--- src/rtl/mem_master.sv ---
// Splits or assembles one 64-bit word as eight big-endian byte accesses on a byte-serial RAM port.
// Latency is 9 cycles for a write, 10 for a read and 1 for a range error; req_ready is high only in IDLE.
module mem_master #(
  parameter int unsigned mem_size = 2048
) (
  input  logic        clock,
  input  logic        reset,
  input  logic        req_valid,
  output logic        req_ready,
  input  logic        req_write,
  input  logic [63:0] req_addr,
  input  logic [63:0] req_wdata,
  output logic        rsp_valid,
  output logic [63:0] rsp_rdata,
  output logic        rsp_error,
  output logic        bus_en,
  output logic        bus_we,
  output logic [63:0] bus_addr,
  output logic [7:0]  bus_wdata,
  input  logic [7:0]  bus_rdata
);

  typedef enum logic [2:0] {IDLE, WRITE, READ, DRAIN, RESP} state_t;

  localparam logic [64:0] MEM_LIMIT = 65'(mem_size);

  state_t      state;
  logic [2:0]  idx;
  logic [63:0] addr_q;
  logic [63:0] wdata_q;
  logic [63:0] acc;

  logic [64:0] last_byte;
  logic        in_range;
  logic [2:0]  idx_nx;
  logic [63:0] next_addr;
  logic [63:0] acc_shift;

  // The 65-bit sum keeps addresses near 2^64 from wrapping back into range.
  assign last_byte = {1'b0, req_addr} + 65'd7;
  assign in_range  = last_byte < MEM_LIMIT;
  assign idx_nx    = idx + 3'd1;
  assign next_addr = addr_q + {61'd0, idx_nx};
  assign acc_shift = {acc[55:0], bus_rdata};

  assign req_ready = reset && (state == IDLE);

  always_ff @(posedge clock or negedge reset) begin
    if (!reset) begin
      state     <= IDLE;
      idx       <= 3'd0;
      addr_q    <= 64'd0;
      wdata_q   <= 64'd0;
      acc       <= 64'd0;
      rsp_valid <= 1'b0;
      rsp_rdata <= 64'd0;
      rsp_error <= 1'b0;
      bus_en    <= 1'b0;
      bus_we    <= 1'b0;
      bus_addr  <= 64'd0;
      bus_wdata <= 8'd0;
    end else begin
      case (state)
        IDLE: begin
          if (req_valid) begin
            addr_q  <= req_addr;
            wdata_q <= req_wdata;
            idx     <= 3'd0;
            acc     <= 64'd0;
            if (!in_range) begin
              state     <= RESP;
              rsp_valid <= 1'b1;
              rsp_error <= 1'b1;
              rsp_rdata <= 64'd0;
            end else begin
              state     <= req_write ? WRITE : READ;
              bus_en    <= 1'b1;
              bus_we    <= req_write;
              bus_addr  <= req_addr;
              bus_wdata <= req_write ? req_wdata[63:56] : 8'd0;
            end
          end
        end

        WRITE: begin
          if (idx == 3'd7) begin
            state     <= RESP;
            bus_en    <= 1'b0;
            bus_we    <= 1'b0;
            bus_addr  <= 64'd0;
            bus_wdata <= 8'd0;
            rsp_valid <= 1'b1;
            rsp_error <= 1'b0;
            rsp_rdata <= 64'd0;
          end else begin
            // wdata_q shifts left so the next byte to send always sits at [55:48].
            idx       <= idx_nx;
            bus_addr  <= next_addr;
            bus_wdata <= wdata_q[55:48];
            wdata_q   <= {wdata_q[55:0], 8'd0};
          end
        end

        READ: begin
          // Byte idx-1 returns while byte idx is being requested.
          if (idx != 3'd0) acc <= acc_shift;
          if (idx == 3'd7) begin
            state    <= DRAIN;
            bus_en   <= 1'b0;
            bus_addr <= 64'd0;
          end else begin
            idx      <= idx_nx;
            bus_addr <= next_addr;
          end
        end

        DRAIN: begin
          state     <= RESP;
          acc       <= acc_shift;
          rsp_valid <= 1'b1;
          rsp_error <= 1'b0;
          rsp_rdata <= acc_shift;
        end

        RESP: begin
          state     <= IDLE;
          idx       <= 3'd0;
          rsp_valid <= 1'b0;
          rsp_error <= 1'b0;
          rsp_rdata <= 64'd0;
        end

        default: state <= IDLE;
      endcase
    end
  end

endmodule

--- config.mk ---
export PLATFORM = sky130hd
export DESIGN_NAME = mem_master
export DESIGN_NICKNAME = d
export VERILOG_FILES = /design/src/rtl/mem_master.sv
export SDC_FILE = /design/constraint.sdc
export NUM_CORES = 1
export LEC_CHECK = 0
export ABC_AREA = 0
export ABC_CLOCK_PERIOD_IN_PS = 3900
export CORE_UTILIZATION = 41
export CTS_CLUSTER_SIZE = 24
export DETAILED_ROUTE_END_ITERATION = 6
export PLACE_DENSITY = 0.61
export SYNTH_ARGS = -nofsm -noshare
export SYNTH_HDL_FRONTEND = slang
export SYNTH_SLANG_ARGS = --single-unit
--- constraint.sdc ---
create_clock -name clock -period 3.9 [get_ports clock]
set_input_delay 0.585 -clock clock [delete_from_list [all_inputs] [get_ports clock]]
set_output_delay 0.585 -clock clock [all_outputs]
set_load 0.05 [all_outputs]
==> results.toml, run 1 <==
[run_status]
status = "complete, no violations"

[layout]
final_cell_mix = "nand2_1, dfrtp_1, clkdlybuf4s50_1, buf_4, nor2_1"
drive_gt1_share_pct = 12.91
stdcell_count = 2536
n_fill_cell = 3235
layout_commonest_cell = "nand2_1"
antenna_cells = 0
syn2layout_area_growth_pct = 38.55
final_nets = 2187

[die]
die_w_um = 194.8
dieHeight_um = 194.8
core_um2 = 36610
row_count = 70
io_pins = 281
initial_utilization_pct = 41.63
die_area_um2 = 37950

[routing]
wl_met2_um = 21900
vias = 13580
drt-met1-wl_um = 22260
routed_wl_um = 47880
dr.max_layer_used = "met4"
drtIter0Drc = 902
postRouteAntennaNets = 0
wl_per_cell_um = 18.88
post-route-drc-count = 0
post_drt_via_cell_ratio = 5.355
wl_met3_um = 2791
dr.pass1.iters = 5

[cts]
cts.sinks = 322
cts-root-buf = "clkbuf_16"
max-clock-path-buffers = 3
clk_latency_ns = 0.53
cts_made_buffers = 36
cts_tree = "built"
cts_htree_levels = 2
clk_pin_slew_ns = 0.06

[place]
hpwl_um = 33960
numPlacedInstances = 2462
place_worst_setup_slack_ns = -0.5072
gp_congestion = 0.9357
portBuffers = 280

[timing]
finalCritPeriodShare_pct = 97.88
relSlewSlack_pct = 21.38
finClkSkew_ns = 0.02383
max_slew.worst_pin.slew_ns = 1.172
period_needed_ns = 3.817
slew_viol_final = 0
hold_violations = 0
setup_viol = 0
clock.fmax_mhz = 262.0
finalWorstSetupSlack_ns = 0.08280

[power]
swShare_pct = 24.64
combPwrFrac_pct = 10.6
intPower_uw = 6098
clkPwrFrac_pct = 44.3
powerDensity_nw_per_um2 = 383.2
leakagePower_uw = 0.009475
p_sw_uw = 1994
peakVddDrop_uv = 286.2
seq_power_share_pct = 45.2

[yosys]
ys_warn_count = 0
syn_avg_cell_area_um2 = 9.293
synthCells = 1640
ys_ff_latch = 322
synthArstFlopShare_pct = 100.0
synthesis.area_um2 = 15240
synth_flop_cell = "dfrtp_1"
yosys.cell_types.count = 69
synth_edf_count = 0
syn-num-nets = 1787
ys_seq_area_share_pct = 52.87

[setup_path]
required_ns = 4.35
cp-end-kind = "register"
crit_type = "input port to register"
cp.arrival_ns = 4.27
crit_fanout = 8
critPathLaunchType = "input port"

[min_path]
hold_class = "input port to register"

[grt]
grt_max_degree = 97
grt_first_pass_wirelength_um = 75130
antenna_found_initial = 2
first_global_vias = 13418
track_usage_pct = 24.75
overflow = 0

[flow_run]
max_cap_violations = 0
==> sequential cells by signal, indices dropped and copies added (netlist names) <==
| register | count |
|---|---|
| addr_q | 64 |
| bus_addr | 64 |
| rsp_rdata | 64 |
| acc | 56 |
| wdata_q | 56 |
| bus_wdata | 8 |
| idx | 3 |
| state | 3 |
| bus_en | 1 |
| bus_we | 1 |
| rsp_error | 1 |
| rsp_valid | 1 |
==> power groups by stage <==
stage	clock (µW)	sequential [µW]	combinational [µW]
after floorplan	0	3680	382
after global placement	0	3710	814
after detailed placement	0	3710	821
after CTS	3650	3650	828
after global routing	3800	3680	944
final	3580	3650	855
==> layout make-up <==
| cell class | instances | area [µm²] | share of cell area (%) |
|---|---|---|---|
| clock inverter | 9 | 175.2 | 0.8295 |
| timing repair buffer | 454 | 4298 | 20.35 |
| multi-input combinational | 1196 | 6798 | 32.19 |
| tap | 468 | 585.6 | 2.773 |
| sequential | 322 | 8058 | 38.16 |
| clock buffer | 57 | 1090 | 5.161 |
| inverter | 30 | 112.6 | 0.5333 |
==> worst max-delay path, cell delays in order <==
cell             delay (ns)
clkdlybuf4s50_1        0.53
nand4_4                0.20
nor4_2                 0.31
buf_4                  0.16
nand2_2                0.07
o31a_1                 0.27
or4_4                  0.53
or4_4                  0.45
nor4_4                 0.31
a31oi_2                0.16
mux2i_4                0.19
buf_12                 0.18
clkbuf_16              0.18
a22o_1                 0.13
==> kinds of logic (layout without fill, tap and decap cells) <==
family | after synthesis | count (layout) | share of synthesized area, %
AO/OA/AOI/OAI | 303 | 303 | 12.90
XOR/XNOR | 71 | 71 | 4.080
buffers and inverters | 122 | 550 | 3.366
multiplexers | 53 | 53 | 3.579
adder cells (fa/ha/maj) | 7 | 7 | 0.6239
flip-flops | 322 | 322 | 52.87
AND/OR/NAND/NOR | 762 | 762 | 22.58
==> Yosys cell counts, types with 7 or more instances <==
master	count	area share [%]
a21oi_1	80	2.6
a22o_1	68	3.9
a22oi_1	13	0.64
and3_1	23	0.94
buf_1	17	0.42
buf_6	7	0.52
clkbuf_1	66	1.6
dfrtp_1	322	53
inv_1	30	0.74
mux2i_1	50	3.3
nand2_1	402	9.9
nand3_1	93	3.1
nand4_1	27	1.1
nor2_1	119	2.9
nor3_1	26	0.85
nor4_1	16	0.66
o21ai_0	92	3.0
o21ai_1	9	0.30
or3_1	7	0.29
xnor2_1	41	2.4
xor2_1	30	1.7
==> routing by layer <==
| layer | vias to the layer above | track usage, % |
|---|---|---|
| li1 | 6501 | - |
| met1 | 6593 | 35.51 |
| met2 | 426 | 39.29 |
| met4 | 0 | 5.833 |
| met5 | - | 0 |
| met3 | 60 | 3.887 |
==> repair_timing <==
action	4_1_cts	5_1_grt
hold buffers	1	0
endpoints found under the setup margin	0	118
hold endpoints to repair	38	0
setup buffers	0	1
gates resized for setup	0	19
==> per-stage QoR <==
step	setup TNS [ns]	util (%)	power [µW]	hold slack (ns)	instance area, µm²
detailed placement	-59.71	53.59	4534	0.4571	19620
global placement	-47.24	53.59	4519	0.4500	19620
floorplan	0	-	4061	0.2894	15250
finish	0	57.68	8092	0.3402	21120
global route	-0.003872	57.68	8416	0.3659	21120
CTS	0	57.07	8130	0.4694	20890
==> final timing paths <==
path                                           from                         to  slack [ns]  cells past startpoint
worst min register to register  acc[52]$_DFFE_PN0P_        acc[52]$_DFFE_PN0P_        0.47                      2
max in group asynchronous                     reset    wdata_q[47]$_DFFE_PN0P_        1.28                      4
worst max-delay path                    req_addr[6]  rsp_rdata[60]$_DFFE_PN0P_        0.08                     14
min in group asynchronous                     reset   bus_addr[34]$_DFFE_PN0P_        0.53                      2
worst min-delay path                   req_addr[14]     addr_q[14]$_DFFE_PN0P_        0.34                      3
worst max register to register   idx[0]$_DFFE_PN0P_   bus_addr[63]$_DFFE_PN0P_        0.28                     12
(Power assumes the default switching activity.)
==> inputs of run 2 (changes only) <==
- ABC_CLOCK_PERIOD_IN_PS: 3900 -> 3100
- PLACE_DENSITY: 0.61 -> 0.64
- SKIP_LAST_GASP: default -> 1
- clock period: 3.9 -> 3.1 ns (I/O delays scaled with it)
==> run 2 against run 1 <==
Effect of this change:
- largest cell class unchanged
- routed wire length grew 2.8%
- the flow now finishes with violations (negative setup slack)
- design area up 5.9%
- total power is 24% higher
- clock skew down 0.00078 ns
- combinational power is 30% higher
- sequential power is 26% higher
- global-route usage rose by 1.1 points
- non-clock buffer count increased by 64
==> results.toml, run 2 (synthesized netlist as in run 1, its figures left out) <==
[setup_path]
crit_fanout = 12
critPathLaunchType = "input port"
regToRegSetupSlack_ns = -0.13
worstReg2RegStart = "idx[0]$_DFFE_PN0P_"
reg2reg_to = "bus_addr[63]$_DFFE_PN0P_"
slowest_stage = "or4_4"
required_ns = 3.56
slowest_delay_ns = 0.53
crit_type = "input port to register"
reg2regPathDepth = 14
cp.arrival_ns = 3.94
crit_start = "req_addr[20]"
crit_chain = "clkdlybuf4s15_2 -> nand3_4 -> nor4_4 -> buf_4 -> nand2_2 -> o31a_1 -> or4_4 -> or4_4 -> nor4_4 -> a31oi_4 -> mux2i_4 -> buf_6 -> clkbuf_16 -> a22o_1"
cp-end-kind = "register"

[cts]
max-clock-path-buffers = 3
cts_htree_levels = 2
clk_latency_ns = 0.54
clk_pin_slew_ns = 0.06
cts.sinks = 322
cts_tree = "built"
cts-root-buf = "clkbuf_16"
cts_made_buffers = 36

[run_status]
violations = "negative setup slack"
status = "finished with violations"

[layout]
final_nets = 2252
stdcell_count = 2599
drive_gt1_share_pct = 22.35
n_fill_cell = 3101
top_regs = "addr_q: 64 flops, bus_addr: 64 flops, rsp_rdata: 64 flops"
syn2layout_area_growth_pct = 46.72
layout_commonest_cell = "nand2_1"
design_area_um2 = 22360
final_util_pct = 61.08
final_cell_mix = "nand2_1, dfrtp_1, clkdlybuf4s50_1, buf_4, nor2_1"

[place]
numPlacedInstances = 2495
portBuffers = 280
gp_congestion = 0.9331
hpwl_um = 34090
place_worst_setup_slack_ns = -1.259
placed_cell_area_um2 = 19980

[grt]
track_usage_pct = 25.81
overflow = 0
first_global_vias = 14071
grt_first_pass_wirelength_um = 77690
antenna_found_initial = 1
grt_max_degree = 97

[power]
powerDensity_nw_per_um2 = 448.6
leakagePower_uw = 0.009986
peakVddDrop_uv = 407.4
p_total_uw = 10030

[min_path]
hold_start = "req_addr[14]"
hold_class = "input port to register"
min_path_cells = 3
holdPathEnd = "addr_q[14]$_DFFE_PN0P_"

[routing]
post-route-drc-count = 0
vias = 13939
routed_wl_um = 49220
wl_per_cell_um = 18.94
post_drt_via_cell_ratio = 5.363
dr.pass1.iters = 5
postRouteAntennaNets = 0
drtIter0Drc = 1009

[die]
dieHeight_um = 194.8
io_pins = 281
initial_utilization_pct = 41.63
core_um2 = 36610
die_w_um = 194.8
die_area_um2 = 37950
row_count = 70

[flow_run]
max_cap_violations = 0

[timing]
clock.fmax_mhz = 287.0
finClkSkew_ns = 0.02305
finalCritPeriodShare_pct = 112.4
setup_viol = 143
finalWorstSetupSlack_ns = -0.3843
hold_violations = 0
rsz0062_at_grt = "true"
slew_viol_final = 0
max_slew.worst_pin.slew_ns = 0.8125
period_needed_ns = 3.484
relSlewSlack_pct = 45.83
run 2: what timing repair did:
item                       CTS  global route
gates cloned                13             2
hold buffers                 1             0
hold endpoints to repair    12             0
pin swaps                   77            45
setup endpoints to repair  143           143
resized for setup          225            93
buffers inserted            26             7
run 2: per-layer routing:
| layer | wire (µm) | track usage [%] | vias up |
|---|---|---|---|
| met2 | 23930 | 42.79 | 367 |
| met1 | 21720 | 35.36 | 6875 |
| li1 | - | - | 6613 |
| met4 | 1248 | 7.903 | 0 |
| met3 | 2309 | 3.175 | 84 |
| met5 | 0 | 0 | - |
run 2: power breakdown:
group	internal [µW]	switching [µW]	total, µW
Combinational	509	600	1110
Clock	2610	1710	4320
Sequential	4410	190	4600
Total	7530	2500	10000
run 2: how the worst max path moves through the flow:
| stage | depth (start not counted) | endpoint |
|---|---|---|
| 2_1_floorplan | 12 | rsp_rdata[0]$_DFFE_PN0P_ |
| 3_3_place_gp | 12 | rsp_rdata[26]$_DFFE_PN0P_ |
| 3_5_place_dp | 12 | rsp_rdata[6]$_DFFE_PN0P_ |
| 4_1_cts | 16 | rsp_rdata[40]$_DFFE_PN0P_ |
| 5_1_grt | 13 | rsp_rdata[6]$_DFFE_PN0P_ |
| 6_report | 14 | rsp_rdata[10]$_DFFE_PN0P_ |
run 2: final cells by class:
| class | instances | area [µm²] | share of cell area [%] |
|---|---|---|---|
| flip-flops and latches | 322 | 8058 | 36.03 |
| inverters | 30 | 112.6 | 0.5036 |
| diodes | 1 | 2.502 | 0.01119 |
| multi-input cells | 1197 | 7370 | 32.96 |
| repair buffers | 518 | 5039 | 22.53 |
| clock inverters | 12 | 146.4 | 0.6547 |
| clock buffers | 51 | 1049 | 4.689 |
| well taps | 468 | 585.6 | 2.619 |
run 2: worst max-delay path: cells and delay by family:
| kind | cells | cell delay, ns |
|---|---|---|
| multiplexers | 1 | 0.27 |
| buffers and inverters | 4 | 0.72 |
| AO/OA/AOI/OAI | 3 | 0.59 |
| AND/OR/NAND/NOR | 6 | 1.88 |
run 2: per-stage QoR:
step           hold slack, ns  TNS, ns
2_1_floorplan          0.1694   -68.94
6_report               0.1504   -43.65
3_5_place_dp           0.2996  -167.76
3_3_place_gp           0.2989  -166.18
5_1_grt                0.1528   -57.59
4_1_cts                0.1264   -30.31
